### config.mk
export PLATFORM = sky130hd
export DESIGN_NAME = dmem_arbiter_flat
export DESIGN_NICKNAME = d
export VERILOG_FILES = /design/src/rtl/dmem_arbiter_if.sv /design/src/rtl/dmem_arbiter.sv /design/src/flat_wrapper.sv
export SDC_FILE = /design/constraint.sdc
export NUM_CORES = 1
export LEC_CHECK = 0
export CAP_MARGIN = 10
export CORE_ASPECT_RATIO = 0.8
export CORE_MARGIN = 2
export CORE_UTILIZATION = 29
export DETAILED_ROUTE_END_ITERATION = 6
export HOLD_SLACK_MARGIN = 0.06
export PLACE_DENSITY = 0.67
export SYNTH_ARGS = -nofsm -noshare
export SYNTH_HDL_FRONTEND = slang
export SYNTH_SLANG_ARGS = --single-unit
### constraint.sdc
create_clock -name clk -period 1.8 [get_ports clk]
set_input_delay 0.36 -clock clk [delete_from_list [all_inputs] [get_ports clk]]
set_output_delay 0.36 -clock clk [all_outputs]
set_load 0.1 [all_outputs]
### src/rtl/dmem_arbiter_if.sv
// Shared data-memory port bundle: two core-side request/response channels,
// the single downstream dmem port, and the owner debug tap.
interface dmem_arbiter_if;
    logic [31:0] c0_addr;
    logic [31:0] c1_addr;
    logic [3:0]  c0_rmask;
    logic [3:0]  c1_rmask;
    logic [3:0]  c0_wmask;
    logic [3:0]  c1_wmask;
    logic [31:0] c0_wdata;
    logic [31:0] c1_wdata;
    logic        c0_lock;
    logic        c1_lock;
    logic [31:0] c0_rdata;
    logic [31:0] c1_rdata;
    logic        c0_resp;
    logic        c1_resp;
    logic [31:0] mem_addr;
    logic [3:0]  mem_rmask;
    logic [3:0]  mem_wmask;
    logic [31:0] mem_wdata;
    logic [31:0] mem_rdata;
    logic        mem_resp;
    logic        owner;

    modport master (
        output c0_addr, c1_addr, c0_rmask, c1_rmask,
        output c0_wmask, c1_wmask, c0_wdata, c1_wdata,
        output c0_lock, c1_lock, mem_rdata, mem_resp,
        input  c0_rdata, c1_rdata, c0_resp, c1_resp,
        input  mem_addr, mem_rmask, mem_wmask, mem_wdata, owner
    );

    modport slave (
        input  c0_addr, c1_addr, c0_rmask, c1_rmask,
        input  c0_wmask, c1_wmask, c0_wdata, c1_wdata,
        input  c0_lock, c1_lock, mem_rdata, mem_resp,
        output c0_rdata, c1_rdata, c0_resp, c1_resp,
        output mem_addr, mem_rmask, mem_wmask, mem_wdata, owner
    );
endinterface

### src/rtl/dmem_arbiter.sv
// Two-core data-memory arbiter: round-robin grant, one outstanding access,
// AMO lock keeps the port with the owner across read and write.
module dmem_arbiter (
    input logic          clk,
    input logic          rst,
    dmem_arbiter_if.slave bus
);
    typedef enum logic [1:0] {IDLE, BUSY, LOCKED} state_t;

    state_t      state, state_n;
    logic        prio, prio_n;
    logic        owner_q, owner_n;
    logic        load;
    logic        grant;
    logic [31:0] l_addr, l_wdata;
    logic [3:0]  l_rmask, l_wmask;

    logic act0, act1, own_act, own_lock;
    logic busy, done;

    assign act0     = |(bus.c0_rmask | bus.c0_wmask);
    assign act1     = |(bus.c1_rmask | bus.c1_wmask);
    assign own_act  = owner_q ? act1 : act0;
    assign own_lock = owner_q ? bus.c1_lock : bus.c0_lock;

    always_ff @(posedge clk) begin
        if (rst) begin
            state   <= IDLE;
            prio    <= 1'b0;
            owner_q <= 1'b0;
        end else begin
            state   <= state_n;
            prio    <= prio_n;
            owner_q <= owner_n;
        end
    end

    always_comb begin
        state_n = state;
        prio_n  = prio;
        owner_n = owner_q;
        load    = 1'b0;
        grant   = owner_q;
        unique case (state)
            IDLE: begin
                if (act0 | act1) begin
                    grant   = (act0 & act1) ? prio : act1;
                    load    = 1'b1;
                    owner_n = grant;
                    prio_n  = ~grant;
                    state_n = BUSY;
                end
            end
            BUSY: begin
                if (bus.mem_resp)
                    state_n = own_lock ? LOCKED : IDLE;
            end
            LOCKED: begin
                // Re-grant to the lock holder leaves the round-robin pointer alone
                if (own_act) begin
                    load    = 1'b1;
                    state_n = BUSY;
                end else if (!own_lock) begin
                    state_n = IDLE;
                end
            end
            default: state_n = IDLE;
        endcase
    end

    always_ff @(posedge clk) begin
        if (rst) begin
            l_addr  <= '0;
            l_rmask <= '0;
            l_wmask <= '0;
            l_wdata <= '0;
        end else if (load) begin
            l_addr  <= grant ? bus.c1_addr  : bus.c0_addr;
            l_rmask <= grant ? bus.c1_rmask : bus.c0_rmask;
            l_wmask <= grant ? bus.c1_wmask : bus.c0_wmask;
            l_wdata <= grant ? bus.c1_wdata : bus.c0_wdata;
        end
    end

    assign busy = (state == BUSY);
    assign done = busy & bus.mem_resp;

    assign bus.mem_addr  = busy ? l_addr  : '0;
    assign bus.mem_rmask = busy ? l_rmask : '0;
    assign bus.mem_wmask = busy ? l_wmask : '0;
    assign bus.mem_wdata = busy ? l_wdata : '0;

    assign bus.c0_resp  = done & ~owner_q;
    assign bus.c1_resp  = done & owner_q;
    assign bus.c0_rdata = bus.c0_resp ? bus.mem_rdata : '0;
    assign bus.c1_rdata = bus.c1_resp ? bus.mem_rdata : '0;
    assign bus.owner    = owner_q;
endmodule

### src/flat_wrapper.sv
// flat-port wrapper written by rule: the top's interface ports become plain ports
module dmem_arbiter_flat 
  (clk, rst, bus_c0_addr, bus_c1_addr, bus_c0_rmask, bus_c1_rmask, bus_c0_wmask, bus_c1_wmask, bus_c0_wdata, bus_c1_wdata, bus_c0_lock, bus_c1_lock, bus_mem_rdata, bus_mem_resp, bus_c0_rdata, bus_c1_rdata, bus_c0_resp, bus_c1_resp, bus_mem_addr, bus_mem_rmask, bus_mem_wmask, bus_mem_wdata, bus_owner);
  dmem_arbiter_if bus_i ();
  input logic clk;
  input logic rst;
  input wire logic [$bits(bus_i.c0_addr)-1:0] bus_c0_addr;
  input wire logic [$bits(bus_i.c1_addr)-1:0] bus_c1_addr;
  input wire logic [$bits(bus_i.c0_rmask)-1:0] bus_c0_rmask;
  input wire logic [$bits(bus_i.c1_rmask)-1:0] bus_c1_rmask;
  input wire logic [$bits(bus_i.c0_wmask)-1:0] bus_c0_wmask;
  input wire logic [$bits(bus_i.c1_wmask)-1:0] bus_c1_wmask;
  input wire logic [$bits(bus_i.c0_wdata)-1:0] bus_c0_wdata;
  input wire logic [$bits(bus_i.c1_wdata)-1:0] bus_c1_wdata;
  input wire logic [$bits(bus_i.c0_lock)-1:0] bus_c0_lock;
  input wire logic [$bits(bus_i.c1_lock)-1:0] bus_c1_lock;
  input wire logic [$bits(bus_i.mem_rdata)-1:0] bus_mem_rdata;
  input wire logic [$bits(bus_i.mem_resp)-1:0] bus_mem_resp;
  output wire logic [$bits(bus_i.c0_rdata)-1:0] bus_c0_rdata;
  output wire logic [$bits(bus_i.c1_rdata)-1:0] bus_c1_rdata;
  output wire logic [$bits(bus_i.c0_resp)-1:0] bus_c0_resp;
  output wire logic [$bits(bus_i.c1_resp)-1:0] bus_c1_resp;
  output wire logic [$bits(bus_i.mem_addr)-1:0] bus_mem_addr;
  output wire logic [$bits(bus_i.mem_rmask)-1:0] bus_mem_rmask;
  output wire logic [$bits(bus_i.mem_wmask)-1:0] bus_mem_wmask;
  output wire logic [$bits(bus_i.mem_wdata)-1:0] bus_mem_wdata;
  output wire logic [$bits(bus_i.owner)-1:0] bus_owner;
  assign bus_i.c0_addr = bus_c0_addr;
  assign bus_i.c1_addr = bus_c1_addr;
  assign bus_i.c0_rmask = bus_c0_rmask;
  assign bus_i.c1_rmask = bus_c1_rmask;
  assign bus_i.c0_wmask = bus_c0_wmask;
  assign bus_i.c1_wmask = bus_c1_wmask;
  assign bus_i.c0_wdata = bus_c0_wdata;
  assign bus_i.c1_wdata = bus_c1_wdata;
  assign bus_i.c0_lock = bus_c0_lock;
  assign bus_i.c1_lock = bus_c1_lock;
  assign bus_i.mem_rdata = bus_mem_rdata;
  assign bus_i.mem_resp = bus_mem_resp;
  assign bus_c0_rdata = bus_i.c0_rdata;
  assign bus_c1_rdata = bus_i.c1_rdata;
  assign bus_c0_resp = bus_i.c0_resp;
  assign bus_c1_resp = bus_i.c1_resp;
  assign bus_mem_addr = bus_i.mem_addr;
  assign bus_mem_rmask = bus_i.mem_rmask;
  assign bus_mem_wmask = bus_i.mem_wmask;
  assign bus_mem_wdata = bus_i.mem_wdata;
  assign bus_owner = bus_i.owner;
  dmem_arbiter u_core (.clk(clk), .rst(rst), .bus(bus_i));
endmodule
==> impl_metrics.py, run 1 <==
metrics = {
    "outcome": {
        "run_status": "finished, violations left",
        "violations": "negative setup slack",
    },
    "floorplan": {
        "num_rows": 45,
        "die-area_mm2": 0.0201,
        "dieHeight_um": 127,
        "die_width_um": 158,
        "design.core.area_mm2": 0.0188,
        "io_pins": 320,
        "start_util_pct": 29.3,
    },
    "synthesis": {
        "async_reset_ff_share_pct": 0,
        "syn_area_mm2": 0.00550,
        "synthFlopType": "dfxtp_1",
        "avgSynthCellArea_um2": 8.51,
        "synth_top_cell_area_share_pct": 27.6,
        "synth_common_cells": "o221ai_1, and2_1, clkbuf_1, dfxtp_1, a31oi_1",
        "synth_area_leaders": "dfxtp_1, o221ai_1, and2_1, a311oi_1, a31oi_1",
        "synth_top_area_cell": "dfxtp_1",
        "ys_ff_latch": 76,
        "synth-warning-count": 0,
        "synth.net_count": 828,
        "yosysSeqAreaShare_pct": 27.6,
        "synth_edf_count": 0,
        "synthCells": 647,
        "yosysMostFrequentCell": "o221ai_1",
        "synth.distinct_cells": 26,
    },
    "timing": {
        "slew_headroom_pct": 73.3,
        "period_minus_slack_ns": 2.05,
        "fin_ws_ns": -0.252,
        "finClkSkew_ns": 0.00978,
        "slew_violations": 0,
        "finalHoldViolCount": 0,
        "worst_pin_slew_ns": 0.389,
        "post-route-period-util_pct": 114,
        "finalSetupViolations": 138,
        "fmax_mhz": 487,
        "fin_setup_tns_ns": -26.27,
        "rsz0062_at_grt": "true",
    },
    "route": {
        "routed_wirelength_um": 30400,
        "drtIter0Drc": 868,
        "via_count": 7466,
        "vias_per_cell": 6.09,
        "wl_per_cell_um": 24.8,
        "drt_first_pass_iters": 7,
        "drc": 0,
        "final_antenna_net_count": 0,
    },
    "power_and_ir_drop": {
        "switching_power_mw": 3.23,
        "clkPwrFrac_pct": 23.2,
        "switching_share_pct": 39.7,
        "p_leak_nw": 4.57,
        "power.density_mw_per_mm2": 661,
        "pwr-share-comb_pct": 52.4,
        "p_int_mw": 4.91,
        "peakVddDrop_mv": 0.461,
        "power_frac_seq_pct": 24.4,
    },
    "critical_path": {
        "worst-setup-path-type": "reg2out",
        "crit_path_start_kind": "flip-flop",
        "worstPathArrival_ns": 1.69,
        "worstReg2RegStart": "u_core.state[1]",
        "r2r_cells": 6,
        "endpoint_kind": "primary output",
        "r2r-end": "u_core.l_addr[26]",
        "required_ns": 1.44,
        "cp_max_fo": 8,
        "worst-r2r-setup-slack_ns": 0.09,
    },
    "clocking": {
        "cts_root_buf": "clkbuf_16",
        "path_clk_slew_ns": 0.07,
        "clk_latency_ns": 0.35,
        "cts_buffers": 9,
        "cts_tree": "built",
        "cts_sinks": 76,
        "cts_max_level": 3,
        "clockBufferDepth": 2,
        "hold_buffers": 0,
    },
    "place": {
        "dp_hpwl_um": 18700,
        "dp_slack_ns": -0.740,
        "dp.cells": 1161,
        "numPortBuffers": 319,
        "placed_area_mm2": 0.0110,
        "place_congestion": 0.823,
    },
    "final_layout": {
        "n_fill_cell": 1458,
        "nNetsFinal": 1142,
        "final_cell_count_no_fill": 1226,
        "fin_area_mm2": 0.0123,
        "drive_gt1_share_pct": 45.8,
        "areaGrowthSynthToFinish_pct": 124,
    },
    "hold_path": {
        "whs_endpoint": "u_core.l_wmask[0]",
        "holdPathStages": 3,
        "hold_start": "bus_c1_wmask[0]",
        "hp-class": "in2reg",
    },
    "grt": {
        "grt_max_degree": 53,
        "grt.overflow.total": 0,
        "grt_pass1_wl_um": 44000,
        "grt_pass1_vias": 7372,
        "grt.total_usage_pct": 28.4,
        "antenna_found_initial": 2,
    },
    "run": {
        "drv_cap": 0,
    },
}
## worst max-delay path, cell delays in order, from the launching register on
cell,delay (ns)
dfxtp_2,0.33
nor2b_4,0.19
nand2_4,0.09
nor2_4,0.11
buf_12,0.14
clkbuf_16,0.15
and2_4,0.15
buf_12,0.16
## kinds of logic after synthesis
logic type	Yosys count	share of synthesized area (%)
AO/OA/AOI/OAI	299	45.3
AND/OR/NAND/NOR	151	18.0
buffers and inverters	119	8.69
flip-flops	76	27.6
multiplexers	2	0.364
## how the worst max path moves through the flow
stage                    start                 end
6_report       u_core.state[0]     bus_c0_rdata[3]
5_1_grt        u_core.state[0]    bus_c0_rdata[20]
4_1_cts        u_core.state[0]     bus_c1_rdata[0]
3_5_place_dp   bus_c0_wmask[0]  u_core.l_wdata[22]
3_3_place_gp   bus_c0_wmask[0]   u_core.l_rmask[0]
2_1_floorplan  u_core.state[0]    bus_mem_addr[10]
## cell type report
cell class / instances / area, µm² / share of cell area [%]
Antenna cell: 2 / 5.00 / 0.0407
Clock buffer: 13 / 250 / 2.03
Clock inverter: 3 / 46.3 / 0.376
Inverter: 2 / 7.51 / 0.0610
Multi-Input combinational cell: 452 / 4010 / 32.5
Sequential cell: 76 / 1530 / 12.4
Tap cell: 258 / 323 / 2.62
Timing Repair Buffer: 420 / 6150 / 49.9
## flip-flops by register name, summed over array words and instances (netlist names), named ones only
register and cells:
u_core.l_addr 32, u_core.prio 1, u_core.l_wmask 4, u_core.l_rmask 4, u_core.l_wdata 32, u_core.state 2
## power groups by stage
stage / sequential, mW / clock [mW] / combinational (mW)
floorplan: 1.99 / 0 / 2.14
global placement: 1.99 / 0 / 3.68
detailed placement: 2.00 / 0 / 3.70
CTS: 1.98 / 1.90 / 4.12
global route: 2.00 / 1.96 / 4.42
finish: 1.98 / 1.89 / 4.26
## per-layer routing
layer / vias to the layer above / global-route usage (%) / routed length (µm)
li1: 3322 / - / -
met1: 3550 / 33.9 / 11000
met2: 521 / 49.7 / 15500
met3: 73 / 7.39 / 3110
met4: 0 / 9.43 / 807
met5: - / 0 / 0
## what timing repair did
item / 4_1_cts / 5_1_grt
resized for setup: 116 / 57
cloned: 16 / 9
endpoints found under the setup margin: 214 / 212
pin swaps: 70 / 49
setup buffers: 17 / 7
## placed cells by master (no fill, tap or decap), types with 2 or more instances in the layout
cell type        netlist  layout
nor2_4                 0       2
nor2_1                 4       2
buf_12                 0     165
nand4_1                2       2
a211o_4                0       2
o221ai_1             144     142
clkdlybuf4s50_1        0     162
diode_2                0       2
clkbuf_16              0      15
nor4_4                 4       4
clkbuf_1              88       3
clkbuf_2               0      12
dlygate4sd2_1          0       3
a311oi_1              62      55
a311oi_2              10      17
o221ai_2               0       2
buf_4                  0      37
and2_4                 0     133
and2_2                 0       3
buf_8                  0       6
buf_6                  0      11
a211oi_4               0       2
a31oi_1               72      72
mux2i_1                2       2
bufbuf_16              0       4
dfxtp_1               76      74
buf_16                 0      13
## through the flow
step | util, % | hold WS (ns) | power (mW)
2_1_floorplan | - | 0.505 | 4.13
3_3_place_gp | 58.4 | 0.523 | 5.68
3_5_place_dp | 58.4 | 0.532 | 5.70
4_1_cts | 64.0 | 0.378 | 8.00
5_1_grt | 65.5 | 0.345 | 8.38
6_report | 65.5 | 0.321 | 8.14
Note: power is estimated with default switching activity, not from simulation.
==> run 2: changes to the inputs <==
--- a/config.mk
+++ b/config.mk
@@ -15,3 +15,4 @@
 export SYNTH_ARGS = -nofsm -noshare
 export SYNTH_HDL_FRONTEND = slang
 export SYNTH_SLANG_ARGS = --single-unit
+export TNS_END_PERCENT = 10
==> run 2 against run 1 <==
Net effect:
- the flow still finishes with violations (negative setup slack)
- setup slack gained 0.023 ns
- clock skew shrank 0.0027 ns
- core utilization shrank 0.35 points
- first-iteration DRC count shrank 33%
==> impl_metrics.py, run 2 (synthesis gave the netlist of run 1 again) <==
metrics = {
    "final_layout": {
        "nNetsFinal": 1143,
        "areaGrowthSynthToFinish_pct": 123,
        "final_common_cell": "buf_12",
        "final_util_pct": 65.1,
        "multiInputGateArea_mm2": 0.00397,
        "n_fill_cell": 1476,
        "layout_common_cells": "buf_12, clkdlybuf4s50_1, o221ai_1",
        "regArea_mm2": 0.00153,
        "drive_gt1_share_pct": 46.1,
        "reg_top3": "u_core.l_addr x32, u_core.l_wdata x32",
    },
    "floorplan": {
        "dieHeight_um": 127,
        "start_util_pct": 29.3,
        "die-area_mm2": 0.0201,
        "design.core.area_mm2": 0.0188,
        "die_width_um": 158,
        "io_pins": 320,
        "num_rows": 45,
    },
    "clocking": {
        "cts_sinks": 76,
        "clockBufferDepth": 2,
        "path_clk_slew_ns": 0.07,
        "clk_latency_ns": 0.34,
        "cts_max_level": 3,
        "cts_tree": "built",
        "hold_buffers": 0,
        "cts_root_buf": "clkbuf_16",
        "cts_buffers": 9,
    },
    "critical_path": {
        "required_ns": 1.44,
        "crit_path_start_kind": "flip-flop",
        "worst-setup-path-type": "reg2out",
        "endpoint_kind": "primary output",
        "worst-r2r-setup-slack_ns": -0.05,
        "r2r_cells": 7,
        "cp_max_fo": 16,
        "worstPathArrival_ns": 1.67,
        "r2r-end": "u_core.l_wdata[26]",
    },
    "place": {
        "dp_hpwl_um": 19100,
        "numPortBuffers": 319,
        "place_congestion": 0.780,
    },
    "power_and_ir_drop": {
        "pwr-share-comb_pct": 48.5,
        "power_mw": 8.27,
        "clkPwrFrac_pct": 27.7,
        "power.density_mw_per_mm2": 675,
        "power_frac_seq_pct": 23.8,
        "peakVddDrop_mv": 0.472,
        "p_int_mw": 5.11,
        "switching_power_mw": 3.16,
        "p_leak_nw": 4.51,
        "switching_share_pct": 38.2,
    },
    "timing": {
        "worst_pin_slew_ns": 0.481,
        "post-route-period-util_pct": 113,
        "slew_violations": 0,
        "period_minus_slack_ns": 2.03,
        "finClkSkew_ns": 0.00704,
        "finalSetupViolations": 149,
        "slew_headroom_pct": 67.9,
        "fin_ws_ns": -0.229,
        "fmax_mhz": 493,
        "finalHoldViolCount": 0,
        "rsz0062_at_grt": "true",
    },
    "hold_path": {
        "whs_endpoint": "u_core.l_wmask[2]",
        "holdPathStages": 3,
        "hold_start": "bus_c1_wmask[2]",
        "hp-class": "in2reg",
    },
    "grt": {
        "antenna_found_initial": 10,
        "grt.total_usage_pct": 28.0,
        "grt_max_degree": 57,
        "grt_pass1_wl_um": 43700,
        "grt.overflow.total": 0,
        "grt_pass1_vias": 7294,
    },
    "outcome": {
        "run_status": "finished, violations left",
        "violations": "negative setup slack",
    },
    "route": {
        "wl_per_cell_um": 23.7,
        "routed_wirelength_um": 29300,
        "drc": 0,
        "drtIter0Drc": 582,
        "drt_first_pass_iters": 5,
        "vias_per_cell": 6.07,
        "via_count": 7496,
        "final_antenna_net_count": 0,
    },
    "run": {
        "drv_cap": 0,
    },
}
==> run 2: cell count changes in the layout (fill, tap and decap cells not counted), moves of 7 or more <==
cell,previous run,this run
buf_12,165,172
buf_4,37,47
and2_4,133,76
and2_2,3,60
diode_2,2,10
clkbuf_2,12,4
==> run 2: worst max-delay path by stage <==
stage	from	endpoint	slack, ns	cells past startpoint
after floorplan	u_core.state[0]	bus_mem_addr[10]	-0.11	5
after global placement	bus_c0_wmask[0]	u_core.l_wdata[13]	-0.61	9
after detailed placement	bus_c0_wmask[0]	u_core.l_addr[8]	-0.69	9
after CTS	u_core.state[0]	bus_c0_rdata[21]	-0.25	7
after global routing	u_core.state[0]	bus_c0_rdata[1]	-0.29	6
final	u_core.state[0]	bus_c0_rdata[11]	-0.23	6
==> run 2: layout make-up <==
cell class / count / area share (%)
Timing Repair Buffer: 421 / 49.2
Multi-Input combinational cell: 452 / 32.4
Sequential cell: 76 / 12.5
Tap cell: 258 / 2.64
Clock buffer: 9 / 1.84
Clock inverter: 7 / 1.13
Antenna cell: 10 / 0.204
Inverter: 2 / 0.0613
==> run 2: timing repair <==
action / 4_1_cts / 5_1_grt
cloned: 10 / 1
resized for setup: 71 / 26
endpoints found under the setup margin: 214 / 212
pin swaps: 72 / 41
buffers inserted: 17 / 1
==> run 2: stage by stage <==
step	setup TNS [ns]	hold slack [ns]	worst slack, ns	cells	cell area [µm²]
6_report	-21.68	0.349	-0.229	1235	12200
3_5_place_dp	-61.82	0.532	-0.693	1181	11200
5_1_grt	-31.47	0.359	-0.293	1234	12200
3_3_place_gp	-58.90	0.524	-0.613	1181	11200
4_1_cts	-22.26	0.434	-0.254	1224	12200
2_1_floorplan	-9.17	0.505	-0.107	647	5850
==> run 2: critical path, cell delays in order, from the launching register on <==
cell and delay [ns]:
dfxtp_2 0.33, nor2b_4 0.17, nand2_4 0.08, nor2_4 0.23, buf_12 0.18, and2_4 0.17
buf_12 0.17
==> run 2: power by group through the flow <==
stage	Sequential, mW	Clock [mW]	Combinational (mW)
detailed placement	2.00	0	3.79
CTS	1.96	2.31	3.97
finish	1.97	2.29	4.01
floorplan	1.99	0	2.14
global route	1.99	2.37	4.18
global placement	2.00	0	3.77
==> run 2: per-layer routing <==
metal,share of wire [%],global-route usage [%],vias to the layer above
met3,9.4,5.53,68
met2,49,47.6,497
li1,-,-,3328
met1,38,34.6,3601
met4,3.8,11.7,2
met5,0.034,0,-
==> run 3: changes to the inputs <==
--- a/config.mk
+++ b/config.mk
@@ -9,6 +9,7 @@
 export CORE_ASPECT_RATIO = 0.8
 export CORE_MARGIN = 2
 export CORE_UTILIZATION = 29
+export CTS_CLUSTER_SIZE = 16
 export DETAILED_ROUTE_END_ITERATION = 6
 export HOLD_SLACK_MARGIN = 0.06
 export PLACE_DENSITY = 0.67
==> results of run 3 <==
No change in the layout: final DEF, timing and power equal those of run 2.
